### src/rtl/mem_pkg.sv
// Shared opcodes, funct3 encodings, LSU state type and access helpers for the
// load/store path between the MEM stage and the word-addressed data memory.
package mem_pkg;

    localparam logic [6:0] LOAD_OP  = 7'b0000011;
    localparam logic [6:0] STORE_OP = 7'b0100011;

    localparam logic [2:0] F3_B  = 3'd0;
    localparam logic [2:0] F3_H  = 3'd1;
    localparam logic [2:0] F3_W  = 3'd2;
    localparam logic [2:0] F3_BU = 3'd4;
    localparam logic [2:0] F3_HU = 3'd5;

    typedef enum logic {
        IDLE  = 1'b0,
        MERGE = 1'b1
    } lsu_state_t;

    // Undefined width, misalignment, or a word index past the end of memory.
    function automatic logic access_bad(
        input logic        is_store,
        input logic [2:0]  funct3,
        input logic [31:0] addr,
        input logic [31:0] depth_words
    );
        logic undefined;
        logic misaligned;
        logic out_of_range;
        if (is_store) begin
            undefined = (funct3 > F3_W);
        end else begin
            undefined = !((funct3 == F3_B)  || (funct3 == F3_H) || (funct3 == F3_W) ||
                          (funct3 == F3_BU) || (funct3 == F3_HU));
        end
        case (funct3[1:0])
            2'b01:   misaligned = addr[0];
            2'b10:   misaligned = (addr[1:0] != 2'b00);
            default: misaligned = 1'b0;
        endcase
        out_of_range = ({2'b00, addr[31:2]} >= depth_words);
        return undefined || misaligned || out_of_range;
    endfunction

    function automatic logic [3:0] lane_mask(
        input logic [2:0] funct3,
        input logic [1:0] addr_lo
    );
        if (funct3 == F3_B) begin
            return 4'b0001 << addr_lo;
        end
        return 4'b0011 << {addr_lo[1], 1'b0};
    endfunction

    function automatic logic [31:0] expand_mask(input logic [3:0] mask);
        return {{8{mask[3]}}, {8{mask[2]}}, {8{mask[1]}}, {8{mask[0]}}};
    endfunction

endpackage

### src/rtl/load_extract.sv
// Selects the addressed byte/halfword lane of a memory word and sign- or
// zero-extends it according to the RV32I load funct3.
module load_extract
    import mem_pkg::*;
(
    input  logic [31:0] word_i,
    input  logic [1:0]  addr_lo_i,
    input  logic [2:0]  funct3_i,
    output logic [31:0] data_o
);

    logic [31:0] byte_lane;
    logic [31:0] half_lane;

    assign byte_lane = word_i >> {addr_lo_i, 3'b000};
    assign half_lane = word_i >> {addr_lo_i[1], 4'b0000};

    always_comb begin
        case (funct3_i)
            F3_B:    data_o = {{24{byte_lane[7]}}, byte_lane[7:0]};
            F3_BU:   data_o = {24'h000000, byte_lane[7:0]};
            F3_H:    data_o = {{16{half_lane[15]}}, half_lane[15:0]};
            F3_HU:   data_o = {16'h0000, half_lane[15:0]};
            default: data_o = word_i;
        endcase
    end

endmodule

### src/rtl/load_store_unit.sv
// Byte-addressed RV32I load/store front end for a word-addressed memory:
// single-cycle loads and SW, two-cycle read-modify-write for SB/SH.
module load_store_unit
    import mem_pkg::*;
#(
    parameter int unsigned DEPTH_WORDS = 1024
) (
    input  logic        clock,
    input  logic        reset,
    input  logic        reqValid,
    output logic        reqReady,
    input  logic [6:0]  reqOp,
    input  logic [2:0]  reqFunct3,
    input  logic [31:0] reqAddr,
    input  logic [31:0] reqStoreData,
    output logic        loadValid,
    output logic [31:0] loadData,
    output logic        fault,
    output logic [6:0]  memOp,
    output logic [31:0] memAddr,
    output logic [31:0] memWriteData,
    input  logic [31:0] memReadData
);

    localparam logic [31:0] DEPTH = 32'(DEPTH_WORDS);

    lsu_state_t  state_q, state_d;
    logic        load_valid_q;
    logic [31:0] load_data_q;
    logic        fault_q;

    logic [29:0] index_q;
    logic [3:0]  mask_q;
    logic [31:0] new_data_q;
    logic [31:0] old_data_q;

    logic        accept;
    logic        is_load;
    logic        is_store;
    logic        bad;
    logic        ok_load;
    logic        ok_store;
    logic        word_store;
    logic        sub_store;
    logic [31:0] extracted;
    logic [31:0] merge_mask;
    logic [31:0] store_lanes;

    assign reqReady   = (state_q == IDLE);
    assign accept     = reqValid && reqReady;
    assign is_load    = accept && (reqOp == LOAD_OP);
    assign is_store   = accept && (reqOp == STORE_OP);
    assign bad        = (is_load || is_store) &&
                        access_bad(is_store, reqFunct3, reqAddr, DEPTH);
    assign ok_load    = is_load && !bad;
    assign ok_store   = is_store && !bad;
    assign word_store = ok_store && (reqFunct3 == F3_W);
    assign sub_store  = ok_store && (reqFunct3 != F3_W);

    assign merge_mask  = expand_mask(mask_q);
    assign store_lanes = (reqFunct3 == F3_B) ? {4{reqStoreData[7:0]}}
                                             : {2{reqStoreData[15:0]}};

    load_extract u_load_extract (
        .word_i    (memReadData),
        .addr_lo_i (reqAddr[1:0]),
        .funct3_i  (reqFunct3),
        .data_o    (extracted)
    );

    // Memory-facing outputs are forced quiet during reset so an interrupted
    // MERGE never reaches the memory.
    always_comb begin
        // NOTE: every output gets a default first so no path infers a latch.
        memOp        = 7'd0;
        memAddr      = 32'd0;
        memWriteData = 32'd0;
        state_d      = state_q;
        if (state_q == MERGE) begin
            state_d = IDLE;
            if (!reset) begin
                memOp        = STORE_OP;
                memAddr      = {2'b00, index_q};
                memWriteData = (old_data_q & ~merge_mask) | (new_data_q & merge_mask);
            end
        end else begin
            if (sub_store) begin
                state_d = MERGE;
            end
            if (!reset && (ok_load || ok_store)) begin
                memAddr = {2'b00, reqAddr[31:2]};
            end
            if (!reset && word_store) begin
                memOp        = STORE_OP;
                memWriteData = reqStoreData;
            end
        end
    end

    always_ff @(posedge clock) begin
        // NOTE: sequential state uses non-blocking assignments only, so every
        // register samples pre-edge values regardless of statement order.
        if (reset) begin
            state_q      <= IDLE;
            load_valid_q <= 1'b0;
            load_data_q  <= 32'd0;
            fault_q      <= 1'b0;
        end else begin
            state_q      <= state_d;
            load_valid_q <= ok_load;
            fault_q      <= bad;
            if (ok_load) begin
                load_data_q <= extracted;
            end
        end
    end

    // NOTE: the merge datapath is not reset; it is only consumed in MERGE,
    // which is always entered through a cycle that loads all of it.
    always_ff @(posedge clock) begin
        if (sub_store && !reset) begin
            index_q    <= reqAddr[31:2];
            mask_q     <= lane_mask(reqFunct3, reqAddr[1:0]);
            new_data_q <= store_lanes;
            old_data_q <= memReadData;
        end
    end

    assign loadValid = load_valid_q;
    assign loadData  = load_data_q;
    assign fault     = fault_q;

endmodule

### config.mk
export PLATFORM = sky130hd
export DESIGN_NAME = load_store_unit
export DESIGN_NICKNAME = d
export VERILOG_FILES = /design/src/rtl/mem_pkg.sv /design/src/rtl/load_extract.sv /design/src/rtl/load_store_unit.sv
export SDC_FILE = /design/constraint.sdc
export NUM_CORES = 1
export LEC_CHECK = 0
export ABC_AREA = 1
export BUFFER_PORTS_ARGS = -buffer_cell sky130_fd_sc_hd__clkbuf_2
export CORE_MARGIN = 4
export CORE_UTILIZATION = 30
export CTS_BUF_LIST = sky130_fd_sc_hd__clkbuf_16
export DETAILED_ROUTE_END_ITERATION = 10
export PLACE_DENSITY = 0.52
export SYNTH_ARGS = -nofsm -noshare
export SYNTH_HDL_FRONTEND = slang
export SYNTH_HIERARCHICAL = 1
export SYNTH_SLANG_ARGS = --single-unit
### constraint.sdc
create_clock -name clock -period 6.6 [get_ports clock]
set_input_delay 0.99 -clock clock [delete_from_list [all_inputs] [get_ports clock]]
set_output_delay 0.99 -clock clock [all_outputs]
set_load 0.05 [all_outputs]
==> Yosys cells after proc, flatten, opt, wreduce, memory -nomap -nowiden <==
Cells that the tools add are included.
{ "word_totals": {"reg_bits": 133, "input_bits": 109, "output_inout_bits": 106, "wordCells": 71} }
{ "classes": {"magnitude_cmp": 2, "n_eq_ne": 9, "n_shift": 4, "mux": 18, "n_bitwise": 5, "reduce_logical": 25} }
{ "op_table": {"columns": ["operator", "count"], "rows": [
  ["two-way mux 32 bit", 5],
  ["one-hot mux 32 bit (4 select lines)", 1],
  ["bitwise AND 32 bit", 2],
  ["two-way mux 30 bit", 2],
  ["NOT 32 bit", 1],
  ["bitwise OR 32 bit", 1],
  ["right shift 32 x 5 -> 16 bit", 1],
  ["right shift 32 x 5 -> 8 bit", 1],
  ["greater-or-equal comparator 30 x 11 -> 1 bit, second input constant", 1],
  ["two-way mux 6 bit", 2],
  ["logical AND 1 bit", 11],
  ["logical OR 1 bit", 8],
  ["two-way mux 4 bit", 2],
  ["== test 7 x 2 -> 1 bit, second input constant", 1],
  ["== test 7 x 6 -> 1 bit, second input constant", 1],
  ["two-way mux 7 bit", 1],
  ["== test 3 bit, second input constant", 2],
  ["two-way mux 1 bit", 4],
  ["left shift 1 x 2 -> 4 bit, first input constant", 1],
  ["left shift 2 x 2 -> 4 bit, first input constant", 1],
  ["== test 3 x 1 -> 1 bit, second input constant", 1],
  ["== test 3 x 2 -> 1 bit, second input constant", 1],
  ["greater-than comparator 3 x 2 -> 1 bit, second input constant", 1],
  ["logical NOT 1 bit", 3],
  ["8 further kinds", 8]
]} }

==> Logic depth before layout (Yosys ltp) <==
Gate-level depths: netlist of run 1.
{ "logic_depth": {"ltp_word": 16, "ltp_mapped": 12} }

==> Modules after synthesis <==
Netlist of run 1, hierarchy kept.
{ "by_module_without_submodules": {"columns": ["mod", "instances", "cells_per_inst", "area_per_inst_um2", "seq_area_each_um2"], "rows": [
  ["load_store_unit", 1, 633, 5390.2, 3163.0],
  ["load_extract", 1, 169, 872.1, 0.0]
]} }

==> Worst setup path after synthesis of run 1 <==
Ideal clock, no wire load.
{ "synth_path": {"path_kind": "input to register", "startpoint": "input port reqFunct3[0]", "endpoint": "register index_q[0], enable pin", "setup_time_ns": 0.523, "arrival_time_ns": 5.189, "t_required_ns": 6.077, "slack_ns": 0.888, "stages": 9, "path_cell_list": "inv_1 > ha_1 > inv_1 > nand2_1 > nand3_1 > nand2_1 > nor2_4 > nand3_4 > nor2_1"} }
{ "synth_via": {"elab_chain_cells": 14} }
{ "synth_rtl": {"columns": ["item", "line", "source"], "rows": [
  ["start: declaration", "load_store_unit.sv:13", "input logic [2:0] reqFunct3,"],
  ["== test 3 x 1 -> 1 bit or logical NOT 3 bit (tied branches)", "mem_pkg.sv:32", "undefined = !((funct3 == F3_B) || (funct3 == F3_H) || (funct3 == F3_W) ||"],
  ["logical OR 1 bit (3 in a row)", "mem_pkg.sv:32", null],
  ["logical OR 1 bit", "mem_pkg.sv:33", "(funct3 == F3_BU) || (funct3 == F3_HU));"],
  ["logical NOT 1 bit", "mem_pkg.sv:32", null],
  ["two-way mux 1 bit", "mem_pkg.sv:29", "if (is_store) begin"],
  ["logical OR 1 bit (2 in a row)", "mem_pkg.sv:41", "return undefined || misaligned || out_of_range;"],
  ["logical AND 1 bit", "load_store_unit.sv:53", "assign bad = (is_load || is_store) &&"],
  ["logical NOT 1 bit", "load_store_unit.sv:56", "assign ok_store = is_store && !bad;"],
  ["logical AND 1 bit", "load_store_unit.sv:56", null],
  ["logical AND 1 bit (*)", "load_store_unit.sv:58", "assign sub_store = ok_store && (reqFunct3 != F3_W);"],
  ["logical AND 1 bit (*)", "load_store_unit.sv:121", "if (sub_store && !reset) begin"],
  ["end signal: assignment", "load_store_unit.sv:122", "index_q <= reqAddr[31:2];"],
  ["end: declaration", "load_store_unit.sv:32", "logic [29:0] index_q;"]
]} }
Every way passes the cells marked *; elsewhere a longest branch is shown, timed or not.
A chain may end at the register's enable or synchronous reset.

==> Worst setup path after layout of run 1 <==
{ "layout_path": {"startpoint": "input port reqFunct3[1]", "endpoint": "output port memWriteData[0]"} }
{ "layout_via": {"elab_chain_cells": 16} }
{ "layout_rtl": {"columns": ["item", "line", "source"], "rows": [
  ["== test 3 x 1 -> 1 bit or logical NOT 3 bit (tied branches)", "mem_pkg.sv:32", null],
  ["logical OR 1 bit (3 in a row)", "mem_pkg.sv:32", null],
  ["logical OR 1 bit", "mem_pkg.sv:33", null],
  ["logical NOT 1 bit", "mem_pkg.sv:32", null],
  ["two-way mux 1 bit", "mem_pkg.sv:29", null],
  ["logical OR 1 bit (2 in a row)", "mem_pkg.sv:41", null],
  ["logical AND 1 bit", "load_store_unit.sv:53", null],
  ["logical NOT 1 bit", "load_store_unit.sv:56", null],
  ["logical AND 1 bit", "load_store_unit.sv:56", null],
  ["logical AND 1 bit (*)", "load_store_unit.sv:57", "assign word_store = ok_store && (reqFunct3 == F3_W);"],
  ["logical AND 1 bit (*)", "load_store_unit.sv:93", "if (!reset && word_store) begin"],
  ["two-way mux 32 bit (*)", "load_store_unit.sv:93", null],
  ["two-way mux 32 bit (*)", "load_store_unit.sv:79", "if (state_q == MERGE) begin"],
  ["end: declaration", "load_store_unit.sv:21", "output logic [31:0] memWriteData,"]
]} }
Marked as above.

==> metrics.md, run 1 <==
| Metric | Value |
|---|---|
| CTS tree | `done` |
| Fillers | `2112` |
| Combinational Power Share | `7.3%` |
| Setup violators final | `0` |
| Max-cap violations | `0` |
| Clk buf depth | `2` |
| Ys Warns | `6` |
| Cell row count | `52` |
| Initial antenna violation count | `2` |
| All-layer global routing usage | `16.1%` |
| Vias after detailed routing | `5611` |
| Tmin final | `4.49 ns` |
| Pin count of the biggest net entering global routing | `65` |
| WP data required | `5.61 ns` |
| F_max | `223 MHz` |
| Antenna viol nets, final | `0` |
| Worst IR Drop VDD | `0.158 mV` |
| P_int | `1.41 mW` |
| Seq/Total Area, Yosys | `50.5%` |
| First-pass GRT wire length | `29.2 mm` |
| Num CTS Buffers | `17` |
| Clk sinks | `117` |
| Top cells by area, synth | `edfxtp_1 (39%), nand2_1 (17%), dfxtp_1 (11%), nor2_1 (7.0%), inv_1 (4.9%)` |
| Top-level I/O count | `215` |
| Most common cell in the netlist | `nand2_1` |
| Power Total | `1.82 mW` |
| DIE AREA | `23300 µm²` |
| Worst Skew | `0.00547 ns` |
| PortBufs | `208` |
| Overflow after GRT | `0` |
| Clk slew on worst S/H paths | `0.05 ns` |
| CTS Root Cell | `clkbuf_16` |
| Crit path launch type | `input port` |
| Actual slew at the worst max-slew pin | `0.950 ns` |
| Drc violations | `0` |
| List of most frequent post-synthesis cells | `nand2_1 (276), nor2_1 (117), edfxtp_1 (82), inv_1 (82), nand3_1 (43)` |
| Crit Path Category | `input port to output pin` |
| TNS Setup | `0 ns` |
| Post-CTS setup buffer count | `0` |
| Hold Crit Class | `flop to flop` |
| Yosys cell types | `30` |
| EDFF count, synth | `82` |
| Reg area | `3160 µm²` |
| Detailed Routing Iterations Pass 1 | `4` |
| Fraction of registers with async set/reset | `0%` |
| Mean Syn Cell Area | `7.81 µm²` |
| P per Cell Area | `228 nW/µm²` |
| Synthesized instance count | `802` |
| Fin. Hold Viols | `0` |
| LEAKAGE | `4.15 nW` |
| Seq pwr share | `43.0%` |
| Wire length on met2 | `8.80 mm` |
| Synth top area share | `39.3%` |
| Layout area overhead | `27.7%` |
| Met1 WL | `8.76 mm` |
| Htree depth | `4` |
| Tcrit/Tclk final | `68.0%` |
| Die width | `152 µm` |
| Most used DFF post-synth | `edfxtp_1` |
| Multi-input gate area | `2520 µm²` |
| Hold slack | `0.510 ns` |
| Relative slew margins | `36.5%` |
| Vias in the first global route | `5227` |
| Worst Path Arrival | `3.50 ns` |
| Number of DRC markers in iteration 0 | `371` |
| Critical path endpoint category | `output pin` |
| Vias per cell | `4.39` |
| Core region area | `20400 µm²` |
| Cell area after synthesis | `6260 µm²` |
| Layout cells sized above 1 | `27.6%` |
| GPL Wtd Cong | `0.845` |
| Die height | `152 µm` |
| FF+latch count, synth | `117` |
| Worst skew pair latency | `0.41 ns` |
| Status | `finished clean` |
| Final Max Tran Viols | `0` |
| Sw frac | `22.6%` |
| Total Routed Length | `19.3 mm` |
| Met3 WL post-DR | `1.36 mm` |
| Highest routed layer | `met5` |
| Clock Power Share | `49.7%` |
| Layout net count | `1105` |
| Synth area leader | `edfxtp_1` |
| Post-detail-place hpwl | `14.5 mm` |
| RSZ-0062 raised after global routing | `false` |
| Routed length per instance | `15.1 µm` |
| CTS resizes | `0` |
| CP max FO | `36` |
| Initial Utilization | `30.8%` |
| P_sw | `412 µW` |
| Hold buffer count at cts | `0` |
==> per-stage QoR <==
step / std cells / utilization (%) / instance area, µm² / worst slack [ns]
3_5_place_dp: 1244 / 36.4 / 7420 / 2.08
4_1_cts: 1276 / 39.3 / 8000 / 2.07
5_1_grt: 1277 / 39.3 / 8000 / 1.80
2_1_floorplan: 807 / - / 6280 / 0.888
3_3_place_gp: 1244 / 36.4 / 7420 / 2.15
6_report: 1277 / 39.3 / 8000 / 2.11
==> placed cells by master, fill, tap and decap left out <==
cell type,instances
nand2_1,276
clkbuf_2,208
nor2_1,116
inv_1,84
edfxtp_1,82
nand3_1,43
dfxtp_1,35
a21oi_1,33
o21ai_0,32
nand3_2,21
clkbuf_16,17
o211ai_1,7
conb_1,6
clkinv_1,5
inv_2,4
nor2_4,4
clkinv_2,4
o21ai_1,3
ha_1,3
bufinv_16,3
or2_2,3
nor3_1,2
nor2_2,2
nand2_2,2
nand3_4,2
clkinvlp_4,2
diode_2,1
inv_4,1
and2_0,1
buf_12,1
buf_4,1
and2_4,1
nor3_2,1
nand2_4,1
==> per-layer routing <==
metal / vias to the layer above / global-route usage, %
li1: 2913 / -
met2: 159 / 25.2
met3: 29 / 4.74
met1: 2508 / 21.5
met4: 2 / 5.52
met5: - / 0
==> sequential cells by signal, summed over array words and instances (netlist names) <==
name	flops
state_q	1
loadData	32
fault	1
old_data_q	32
loadValid	1
mask_q	4
index_q	30
new_data_q	16
==> path summary, 6_finish.rpt <==
| check | start | endpoint | slack, ns | cells after the start |
|---|---|---|---|---|
| min | loadData[7]$_SDFFE_PP0P_ | loadData[7]$_SDFFE_PP0P_ | 0.51 | 4 |
| max reg2reg | state_q$_SDFF_PP0_ | old_data_q[1]$_DFFE_PP_ | 3.92 | 8 |
| min reg2reg | loadData[7]$_SDFFE_PP0P_ | loadData[7]$_SDFFE_PP0P_ | 0.51 | 4 |
| max | reqFunct3[1] | memWriteData[0] | 2.11 | 13 |
==> power groups by stage <==
stage	Combinational, mW	Clock, mW	Sequential (mW)
detailed placement	0.134	0	0.800
finish	0.134	0.906	0.785
global route	0.148	0.959	0.784
CTS	0.134	0.925	0.785
floorplan	0.0723	0	0.800
global placement	0.132	0	0.800
==> kinds of logic after synthesis <==
logic type / share of synthesized area, %
flops: 50.5
other cells: 0.0599
fa+ha+maj: 0.599
buf+inv: 9.67
compound gates: 6.27
simple gates: 32.9
==> critical path, stage by stage <==
cell and delay, ns:
clkbuf_2 0.53, inv_1 0.15, ha_1 0.23, nand2_1 0.06, nand2_1 0.05, nand3_1 0.06
nand2_1 0.08, nor2_4 0.17, nand3_4 0.13, nor2_4 0.54, nand2_1 0.12, nand2_1 0.09
clkbuf_2 0.27
==> area by class of cell <==
| type | instances | share of cell area [%] |
|---|---|---|
| Inverter | 88 | 4.16 |
| Sequential cell | 117 | 39.5 |
| Timing Repair Buffer | 210 | 13.4 |
| Clock buffer | 17 | 5.32 |
| Clock inverter | 15 | 1.85 |
| Antenna cell | 1 | 0.0313 |
| Tap cell | 270 | 4.22 |
| Multi-Input combinational cell | 559 | 31.5 |
No activity file was read; power rests on OpenSTA's default activity.
==> run 2, diff against run 1 <==
==> constraint.sdc (replaced) <==
create_clock -name clock -period 4.6 [get_ports clock]
set_input_delay 0.69 -clock clock [delete_from_list [all_inputs] [get_ports clock]]
set_output_delay 0.69 -clock clock [all_outputs]
set_load 0.05 [all_outputs]
==> run 2 against run 1 <==
Final area rose by 0.25%. Sequential power rose by 44%. Critical endpoint is now memWriteData[3]. First-iteration DRC count fell by 4.6%.
==> metrics.md, run 2 (synthesis results as in run 1) <==
| Metric | Value |
|---|---|
| Status | `finished clean (unchanged)` |
| Cell row count | `52 (unchanged)` |
| Hold Crit Class | `input port to flop (was flop to flop)` |
| DIE AREA | `23300 µm² (unchanged)` |
| Drc violations | `0 (unchanged)` |
| Tcrit/Tclk final | `74.7%` |
| Initial antenna violation count | `2 (unchanged)` |
| Top cell by count, worst path | `nand2_1 (unchanged)` |
| GRT Max-Usage Layer | `met2 (unchanged)` |
| Worst IR Drop VDD | `0.247 mV (was 0.158 mV)` |
| Final Cell Area | `8020 µm² (was 8000 µm²)` |
| Tmin final | `3.43 ns` |
| Detailed Routing Iterations Pass 1 | `5 (was 4)` |
| Cells along the critical path | `clkbuf_2 -> inv_1 -> ha_1 -> inv_1 -> nand2_1 -> nand3_1 -> nand2_1 -> nor2_4 -> nand3_4 -> nor2_4 -> nand2_1 -> nand2_1 -> clkbuf_2 (was clkbuf_2 -> inv_1 -> ha_1 -> nand2_1 -> nand2_1 -> nand3_1 -> nand2_1 -> nor2_4 -> nand3_4 -> nor2_4 -> nand2_1 -> nand2_1 -> clkbuf_2)` |
| CTS resizes | `0 (unchanged)` |
| Vias after detailed routing | `5673 (was 5611)` |
| All-layer global routing usage | `16.4% (was 16.1%)` |
| Worst Path Arrival | `2.74 ns (was 3.50 ns)` |
| Setup violators final | `0 (unchanged)` |
| Met1 Use GR | `21.5% (about the same)` |
| Final worst slack | `1.17 ns (was 2.11 ns)` |
| Critical path endpoint category | `output pin (unchanged)` |
| Worst path max stage delay | `0.55 ns (was 0.54 ns)` |
| GPL Wtd Cong | `0.838 (was 0.845)` |
| Relative slew margins | `49.6% (was 36.5%)` |
| Critical-path top delay cell | `nor2_4 (unchanged)` |
| Worst Skew | `0.00694 ns (was 0.00547 ns)` |
| Die width | `152 µm (unchanged)` |
| Max-cap violations | `0 (unchanged)` |
| P per Cell Area | `325 nW/µm² (was 228 nW/µm²)` |
| First-pass GRT wire length | `30.0 mm (was 29.2 mm)` |
| Hold buffer count at cts | `0 (unchanged)` |
| Crit path launch type | `input port (unchanged)` |
| Commonest non-fill, non-tap cells in the layout | `nand2_1 (276), clkbuf_2 (208), nor2_1 (116), inv_1 (82), edfxtp_1 (82) (was nand2_1 (276), clkbuf_2 (208), nor2_1 (116), inv_1 (84), edfxtp_1 (82))` |
| F_max | `291 MHz` |
| Antenna viol nets, final | `0 (unchanged)` |
| Fin. Hold Viols | `0 (unchanged)` |
| Htree depth | `4 (unchanged)` |
| Pin count of the biggest net entering global routing | `65 (unchanged)` |
| Core Util, Final | `39.4% (was 39.3%)` |
| Fillers | `2163 (was 2112)` |
| Place WS | `1.13 ns (was 2.08 ns)` |
| Actual slew at the worst max-slew pin | `0.753 ns (was 0.950 ns)` |
| Vias in the first global route | `5391 (was 5227)` |
| Grt met3 use | `4.09% (was 4.74%)` |
| Total Routed Length | `19.7 mm (was 19.3 mm)` |
| TNS Setup | `0 ns (unchanged)` |
| RSZ-0062 raised after global routing | `false (unchanged)` |
| Worst skew pair latency | `0.42 ns (was 0.41 ns)` |
| Post-detail-place hpwl | `14.7 mm (was 14.5 mm)` |
| Number of DRC markers in iteration 0 | `354 (was 371)` |
| CTS tree | `done (unchanged)` |
| CTS Root Cell | `clkbuf_16 (unchanged)` |
| CP max FO | `32 (was 36)` |
| Area post-placement | `7440 µm² (was 7420 µm²)` |
| Top-level I/O count | `215 (unchanged)` |
| GRT met2 Usage | `26.4% (was 25.2%)` |
| Clk buf depth | `2 (unchanged)` |
| Initial Utilization | `30.8% (unchanged)` |
| WP data required | `3.91 ns (was 5.61 ns)` |
| Vias per cell | `4.42 (was 4.39)` |
| Layout cells sized above 1 | `28.5% (was 27.6%)` |
| Crit Path Category | `input port to output pin (unchanged)` |
| Die height | `152 µm (unchanged)` |
| Num CTS Buffers | `17 (unchanged)` |
| Post-CTS setup buffer count | `0 (unchanged)` |
| Most common cell after layout, fill and taps aside | `nand2_1 (unchanged)` |
| LEAKAGE | `4.15 nW (about the same)` |
| Final Max Tran Viols | `0 (unchanged)` |
| Overflow after GRT | `0 (unchanged)` |
| Layout area overhead | `28.0% (was 27.7%)` |
| Layout net count | `1109 (was 1105)` |
| Core region area | `20400 µm² (unchanged)` |
| Routed length per instance | `15.4 µm (was 15.1 µm)` |
| Clk sinks | `117 (unchanged)` |
| PortBufs | `208 (unchanged)` |
| Clk slew on worst S/H paths | `0.06 ns (was 0.05 ns)` |
[run 2: cell types whose count changed in the layout (fill, tap and decap cells not counted), sizes merged]
cell      before  now
bufinv         3    1
clkinv         9    4
diode          1    3
buf            2    6
inv           89   94
clkinvlp       2    4
[run 2: metrics by stage]
step	instances	power, mW	hold WS [ns]
2_1_floorplan	807	1.25	0.721
3_3_place_gp	1248	1.34	0.498
3_5_place_dp	1248	1.34	0.505
4_1_cts	1280	2.64	0.440
5_1_grt	1282	2.71	0.446
6_report	1283	2.60	0.462
[run 2: power breakdown]
group	switching [mW]	internal (mW)	leakage (nW)
Combinational	0.125	0.0691	2.87
Clock	0.529	0.755	0.271
Sequential	0.00000589	1.13	1.02
Total	0.654	1.95	4.15
[run 2: routing by layer]
layer  wire length (µm)  part of all wire (%)
met2               9260                    47
met4                400                   2.0
met5                  0                     0
met1               8900                    45
met3               1160                   5.9
[run 2: critical path, delay by kind of cell]
family,cells,cell delay [ns]
buffers and inverters,4,0.58
adder cells (fa/ha/maj),1,0.19
AND/OR/NAND/NOR,8,1.26
[run 2: final timing paths]
| check | to | slack [ns] | cells after the start | start |
|---|---|---|---|---|
| worst max-delay path | memWriteData[3] | 1.17 | 13 | reqFunct3[0] |
| worst max register to register | old_data_q[9]$_DFFE_PP_ | 2.29 | 8 | state_q$_SDFF_PP0_ |
| worst min-delay path | index_q[7]$_DFFE_PP_ | 0.46 | 1 | reqAddr[9] |
| worst min register to register | loadData[28]$_SDFFE_PP0P_ | 0.51 | 4 | loadData[28]$_SDFFE_PP0P_ |
[run 2: final cells by class]
class	instances	area [µm²]	area share, %
Antenna cell	3	7.51	0.0936
Clock buffer	17	425	5.31
Clock inverter	15	145	1.81
Inverter	88	333	4.15
Multi-Input combinational cell	559	2520	31.4
Sequential cell	117	3160	39.5
Tap cell	270	338	4.21
Timing Repair Buffer	214	1090	13.5
